===== src/rtl/lane_proto_pkg.sv =====
`default_nettype none
// +--------------------------------------------------------------------------+
// | lane_proto_pkg : frame layout shared by transmit_lane and receive_lane    |
// | Rev 1.0                                                                  |
// +--------------------------------------------------------------------------+
package lane_proto_pkg;

  localparam int         LANE_WIDTH    = 8;
  localparam int         PULSE_LEN_DEF = 16;
  localparam logic [7:0] SYNC_DEF      = 8'hA5;
  localparam int         SYNC_CYCLES   = 1;
  localparam int         CHECK_CYCLES  = 1;

  // Total lane cycles one frame occupies: SYNC, held data, inverse check.
  function automatic int frame_cycles(input int pulse_len);
    return SYNC_CYCLES + pulse_len + CHECK_CYCLES;
  endfunction

  function automatic logic [LANE_WIDTH-1:0] check_code(input logic [LANE_WIDTH-1:0] d);
    return ~d;
  endfunction

endpackage
`default_nettype wire


===== src/rtl/rx_fifo.sv =====
`default_nettype none
// +--------------------------------------------------------------------------+
// | rx_fifo : first-word-fall-through FIFO with wrap-bit pointers             |
// | Rev 1.0                                                                  |
// +--------------------------------------------------------------------------+
module rx_fifo #(
  parameter int WIDTH = 8,
  parameter int DEPTH = 8
) (
  input  logic             clk,
  input  logic             rst,
  input  logic             push,
  input  logic [WIDTH-1:0] push_data,
  input  logic             pop,
  output logic [WIDTH-1:0] data_out,
  output logic             empty,
  output logic             full
);

  localparam int AW = $clog2(DEPTH);

  logic [WIDTH-1:0] r_mem [DEPTH];
  logic [AW:0]      r_wr_ptr;
  logic [AW:0]      r_rd_ptr;
  logic             w_do_pop;
  logic             w_do_push;

  assign empty    = (r_wr_ptr == r_rd_ptr);
  assign full     = (r_wr_ptr[AW-1:0] == r_rd_ptr[AW-1:0]) && (r_wr_ptr[AW] != r_rd_ptr[AW]);
  assign data_out = r_mem[r_rd_ptr[AW-1:0]];

  // A pop frees the slot in the same cycle, so a full FIFO may still accept.
  assign w_do_pop  = pop && !empty;
  assign w_do_push = push && (!full || w_do_pop);

  always_ff @(posedge clk) begin
    if (rst) begin
      r_wr_ptr <= '0;
      r_rd_ptr <= '0;
      for (int i = 0; i < DEPTH; i++) begin
        r_mem[i] <= '0;
      end
    end else begin
      if (w_do_push) begin
        r_mem[r_wr_ptr[AW-1:0]] <= push_data;
        r_wr_ptr                <= r_wr_ptr + 1'b1;
      end
      if (w_do_pop) begin
        r_rd_ptr <= r_rd_ptr + 1'b1;
      end
    end
  end

endmodule
`default_nettype wire


===== src/rtl/lane_receiver.sv =====
`default_nettype none
// +--------------------------------------------------------------------------+
// | lane_receiver : frames, checks and queues bytes from the transmit lane    |
// | Rev 1.0                                                                  |
// +--------------------------------------------------------------------------+
module lane_receiver
  import lane_proto_pkg::*;
#(
  parameter int               WIDTH     = LANE_WIDTH,
  parameter int               PULSE_LEN = PULSE_LEN_DEF,
  parameter logic [WIDTH-1:0] SYNC      = WIDTH'(SYNC_DEF),
  parameter int               DEPTH     = 8
) (
  input  logic             clk,
  input  logic             rst,
  input  logic [WIDTH-1:0] receive_lane,
  input  logic             re,
  output logic [WIDTH-1:0] data_out,
  output logic             empty,
  output logic             full,
  output logic             frame_err,
  output logic             overflow,
  output logic [7:0]       err_count
);

  typedef enum logic [1:0] {
    ST_IDLE  = 2'd0,
    ST_DATA  = 2'd1,
    ST_CHECK = 2'd2
  } state_t;

  localparam int            CW       = $clog2(PULSE_LEN);
  localparam logic [CW-1:0] CNT_LAST = CW'(PULSE_LEN - 1);

  state_t           r_state;
  logic [CW-1:0]    r_cnt;
  logic [WIDTH-1:0] r_cap;
  logic             r_bad;
  logic             r_overflow;
  logic [7:0]       r_err_count;

  logic             w_in_check;
  logic             w_good;
  logic             w_pop;
  logic             w_room;
  logic             w_push;

  assign w_in_check = (r_state == ST_CHECK);
  assign w_good     = w_in_check && !r_bad && (receive_lane == ~r_cap);
  assign w_pop      = re && !empty;
  assign w_room     = !full || w_pop;
  assign w_push     = w_good && w_room;

  assign frame_err  = w_in_check && !w_good;
  assign overflow   = r_overflow;
  assign err_count  = r_err_count;

  always_ff @(posedge clk) begin
    if (rst) begin
      r_state     <= ST_IDLE;
      r_cnt       <= '0;
      r_cap       <= '0;
      r_bad       <= 1'b0;
      r_overflow  <= 1'b0;
      r_err_count <= '0;
    end else begin
      case (r_state)
        ST_IDLE: begin
          if (receive_lane == SYNC) begin
            r_state <= ST_DATA;
            r_cnt   <= '0;
            r_bad   <= 1'b0;
          end
        end
        ST_DATA: begin
          // SYNC is not special here, so a data byte equal to SYNC is legal.
          if (r_cnt == '0) begin
            r_cap <= receive_lane;
          end else if (receive_lane != r_cap) begin
            r_bad <= 1'b1;
          end
          r_cnt <= r_cnt + 1'b1;
          if (r_cnt == CNT_LAST) begin
            r_state <= ST_CHECK;
          end
        end
        ST_CHECK: begin
          r_state <= ST_IDLE;
          if (w_good && !w_room) begin
            r_overflow <= 1'b1;
          end
          if (!w_good && (r_err_count != 8'hFF)) begin
            r_err_count <= r_err_count + 8'd1;
          end
        end
        default: r_state <= ST_IDLE;
      endcase
    end
  end

  rx_fifo #(
    .WIDTH (WIDTH),
    .DEPTH (DEPTH)
  ) u_rx_fifo (
    .clk       (clk),
    .rst       (rst),
    .push      (w_push),
    .push_data (r_cap),
    .pop       (w_pop),
    .data_out  (data_out),
    .empty     (empty),
    .full      (full)
  );

endmodule
`default_nettype wire


===== config.mk =====
export PLATFORM = sky130hd
export DESIGN_NAME = lane_receiver
export DESIGN_NICKNAME = d
export VERILOG_FILES = /design/src/rtl/lane_proto_pkg.sv /design/src/rtl/rx_fifo.sv /design/src/rtl/lane_receiver.sv
export SDC_FILE = /design/constraint.sdc
export NUM_CORES = 1
export LEC_CHECK = 0
export CORE_MARGIN = 4
export CORE_UTILIZATION = 59
export CTS_CLUSTER_DIAMETER = 120
export DETAILED_ROUTE_END_ITERATION = 10
export PLACE_DENSITY = 0.89
export SKIP_LAST_GASP = 1
export SYNTH_ARGS = -nofsm -noshare
export SYNTH_HDL_FRONTEND = slang
export SYNTH_HIERARCHICAL = 1
export SYNTH_SLANG_ARGS = --single-unit
export TNS_END_PERCENT = 10

===== constraint.sdc =====
create_clock -name clk -period 3.2 [get_ports clk]
set_input_delay 0.48 -clock clk [delete_from_list [all_inputs] [get_ports clk]]
set_output_delay 0.48 -clock clk [all_outputs]
set_load 0.01 [all_outputs]

* Word-level counts from Yosys, hierarchy flattened
Memory sizes are Yosys's and may differ from the RTL's. A register that Yosys moved wholly into a read port is not among the register bits.
Index checks and enable logic that the tools add are counted.
** Word-level totals
- Bits in latches :: 0
- Memories :: 1
- Bits of input ports :: 11
- Bits in read-only memories :: 0
- Bits in registers :: 32
- Output and inout bits :: 20
- Logic and storage cells :: 74
- RAM bits :: 64
** Operators by class
- Reductions and logical operators :: 27
- Equal/unequal tests :: 14
- $mul :: 0
- $add $sub $neg :: 4
- Div/mod/pow operators :: 0
- Bitwise logic cells :: 1
- Mux-type cells :: 19
- $lt $le $gt $ge :: 0
- Shifts and indexed selects :: 0
** Memories
- u_rx_fifo.r_mem :: words 8, width 8, read ports 1, clocked after Yosys merged registers in 1, write ports 8, RTL line rx_fifo.sv:22 : logic [WIDTH-1:0] r_mem [DEPTH];
** Operator list (number)
- adder 4 x 1 -> 4 bit, second input constant :: 3
- logical AND 1 bit :: 10
- AND reduction 2 bit :: 5
- two-way mux 1 bit :: 9
- two-way mux 3 bit :: 3
- adder 8 x 1 -> 8 bit, second input constant :: 1
- == test 8 bit :: 1
- == test 8 bit, second input constant :: 1
- two-way mux 8 bit :: 1
- != test 2 bit, second input constant :: 4
- != test 8 bit :: 1
- != test 8 bit, second input constant :: 1
- NOT 8 bit :: 1
- one-hot mux 4 bit (2 select lines) :: 1
- OR reduction 8 bit :: 1
- zero test 1 bit :: 5
- == test 4 bit :: 1
- == test 4 bit, second input constant :: 1
- zero test 4 bit :: 1
- two-way mux 2 bit :: 2
- two-way mux 4 bit :: 1
- one-hot mux 2 bit (2 select lines) :: 1
- AND reduction 4 bit :: 1
- == test 3 bit :: 1
- other kinds (7) :: 8

* Longest topological paths before layout
- Word-level depth :: 11
- Gate-level depth with buffers :: 10
- Gate-level depth less buffers :: 9

* Cells and area by module
The synthesis kept the hierarchy.
** By module, submodules not included
- rx_fifo :: cells each 272, area each 3487.1 um2, times used 1
- lane_receiver :: cells each 143, area each 1278.7 um2, times used 1

* Worst setup path after synthesis
No wires, ideal clock.
- Path kind :: in2reg
- Start point :: input port receive_lane[5]
- End point :: memory u_rx_fifo.r_mem[1][0] (enable)
- Stages :: 8
- Setup time :: 0.387 ns
- Slack :: 0.324 ns
- Data arrival time :: 2.489 ns
- Path through :: xor2_1 > nand4_1 > nor4_1 > nand2_1 > a21oi_1 > and2_1 > o21ai_1 > o31ai_1
** RTL lines
- start, declared :: RTL line lane_receiver.sv:16 : input logic [WIDTH-1:0] receive_lane,
- end, declared :: RTL line rx_fifo.sv:22

==> out/metrics.cfg <==
[timing]
fin_skew_ps = 7.18
timing.hold.ws_ps = 518
finalHoldViolCount = 0
tightestPinTransition_ps = 714
fmax_mhz = 352
period_share_pct = 88.8
setup_viol = 0
final_max_slew_viol_count = 0
rsz0062_at_grt = no
setup_slack_ps = 359
setup_tns_ps = 0
max_slew_margin_pct = 52.4
fin_crit_ps = 2840

[layout]
nNetsFinal = 465
diodes = 0
layout-drive-gt1-share_pct = 16.1
area_growth_pct = 13.0
stdcell_area_um2 = 5380
fill_cells = 560
final_common_cell = nor2_1
final_cell_mix = nor2_1 (90), edfxtp_1 (64), dfxtp_1 (35)

[critical_path]
cp_max_fo = 8
worstSetupStartpointType = input port
cp.arrival_ps = 2920
setup.worst_path.end_class = flip-flop
cp_cell_sequence = clkdlybuf4s50_1, xor2_2, nand4_1, nor4_1, nand2_1, a21oi_1, nor2b_1, o21ai_1, o31ai_1, buf_4
crit_slowest_cell = clkdlybuf4s50_1
required_ps = 3280
path_buf_inv = 2
cp_top_family = simple AND/OR/NAND/NOR gates
critPathMaxStageDelay_ps = 560
worstSetupPathType = input port to flip-flop

[logic_synthesis]
synth-async-reset-ratio_pct = 0
ys_warn_count = 6
syn_avg_cell_area_um2 = 11.5
ys_seq_area_share_pct = 55.0
ys_types = 57
syn_area_um2 = 4770
synth_top_area_share_pct = 40.3
synth.net_count = 431
ys_top_cells_by_area = edfxtp_1 (40%), dfxtp_1 (15%), mux4_2 (7.6%)
postSynthCellCount = 415
synth_area_leader_cell = edfxtp_1
ys_seq_elements = 99
synthFlopType = edfxtp_1
synth-edff-count = 64

[die]
die_area_um2 = 9580
dieWidth_um = 97.9
die_h_um = 97.9
pin_count = 31
initial_core_util_pct = 61.0
core_um2 = 7810
rows = 32

[detailed_routing]
viasPerCell = 5.92
wl_per_cell_um = 18.4
post-route-drc-count = 0
ant_nets = 0
vias = 3294
drt-total-wl_mm = 10.2
drt_pre_antenna_iters = 4
drtIter0Drc = 311

[global_route]
grt_max_degree = 46
overflow = 0
grt_antenna_before_repair = 0
grt_pass1_wl_mm = 16.7
grt_pass1_vias = 3292
grt_usage_pct = 22.3

[power_and_ir_drop]
powerDensity_nw_per_um2 = 415
ir_worst_vdd_uv = 234
finalPower_w = 0.00223
leakagePower_nw = 1.82

[run_status]
status = complete, no violations

[place]
dpl_worst_slack_ps = 32.5
dpl.hpwl_mm = 7.29
portBuffers = 30
dpl_cell_area_um2 = 5200
place.gp.congestion = 0.903

[cts]
cts_tree = yes
clock-sinks = 99
clock_path_buffers = 2
htreeDepth = 3
clkTransAtPathRegs_ps = 100
numCtsBuffers = 9
ctsResizeCount = 0
clk-insertion-delay-late_ps = 360
post_cts_buffers = 0
root_buffer = clkbuf_8
hold_buffers = 0

[job]
drv_cap = 0

[hold_path]
hold_class = flip-flop to flip-flop

==> per-layer routing <==
metal	wire length [µm]	global-route usage, %	part of all wire [%]	vias up
li1	-	-	-	1577
met2	5180	36.6	51	133
met3	673	3.14	6.6	24
met1	4070	29.6	40	1560
met4	316	9.80	3.1	0
met5	0	0	0	-
==> cells in the mapped netlist, drive strengths merged, types with 8 or more instances <==
| master | number |
|---|---|
| mux2 | 9 |
| nand3 | 10 |
| dfxtp | 35 |
| xor2 | 9 |
| mux4 | 16 |
| mux2i | 10 |
| clkbuf | 10 |
| nor2 | 91 |
| edfxtp | 64 |
| inv | 15 |
| buf | 11 |
| nand4 | 8 |
| nand2 | 28 |
| o21ai | 8 |
| a21oi | 14 |
==> per-stage QoR <==
step | utilization, % | std cells
2_1_floorplan | - | 415
6_report | 69.0 | 556
3_3_place_gp | 66.6 | 540
5_1_grt | 69.0 | 556
3_5_place_dp | 66.6 | 540
4_1_cts | 69.0 | 556
==> cell type report <==
cell class                 count  area (µm²)  share of cell area, %
sequential                    99        2620                   48.7
multi-input combinational    280        1990                   37.0
timing repair buffer          44         405                   7.53
tap                          102         128                   2.37
clock buffer                   9         124                   2.30
clock inverter                 7        58.8                   1.09
inverter                      15        56.3                   1.05
==> final timing paths <==
check	cells past startpoint	slack (ps)	end	startpoint
worst max-delay path	10	360	u_rx_fifo/r_mem[0][0]	receive_lane[6]
worst min-delay path	2	520	err_count[7]	err_count[7]
worst min register to register	2	520	err_count[7]	err_count[7]
worst max register to register	9	420	u_rx_fifo/r_rd_ptr[2]	u_rx_fifo/r_wr_ptr[1]
==> registers in the layout, summed over array words and instances (netlist names), named ones only <==
register and flops:
r_bad 1, u_rx_fifo/r_rd_ptr 4, u_rx_fifo/r_mem 64, r_state 2, err_count 8, r_cnt 4
r_cap 8, u_rx_fifo/r_wr_ptr 4, overflow 1
==> power by group <==
| part | internal [W] | switching [W] |
|---|---|---|
| clock network | 0.000295 | 0.000453 |
| logic | 0.0000428 | 0.0000540 |
| registers | 0.00138 | 0.00000882 |
==> cells by family (layout without fill, tap and decap cells) <==
logic type,count (synthesis),in the layout,share of synthesized area [%]
XOR/XNOR,14,14,3.20
multiplexers,35,35,11.9
adder cells (fa/ha/maj),5,5,1.31
AO/OA/AOI/OAI,53,53,8.27
buffers and inverters,36,75,3.23
AND/OR/NAND/NOR,173,173,17.1
flip-flops,99,99,55.0
==> worst register-to-register path, cell delays in order, from the launching register on <==
cell and delay (ps):
dfxtp_1 640, xnor2_1 210, nand3_1 130, nor2_1 60, nand2b_1 220, inv_1 410
inv_1 200, a41o_1 320, or3_1 320, a21oi_1 200
(Power assumes the default switching activity.)
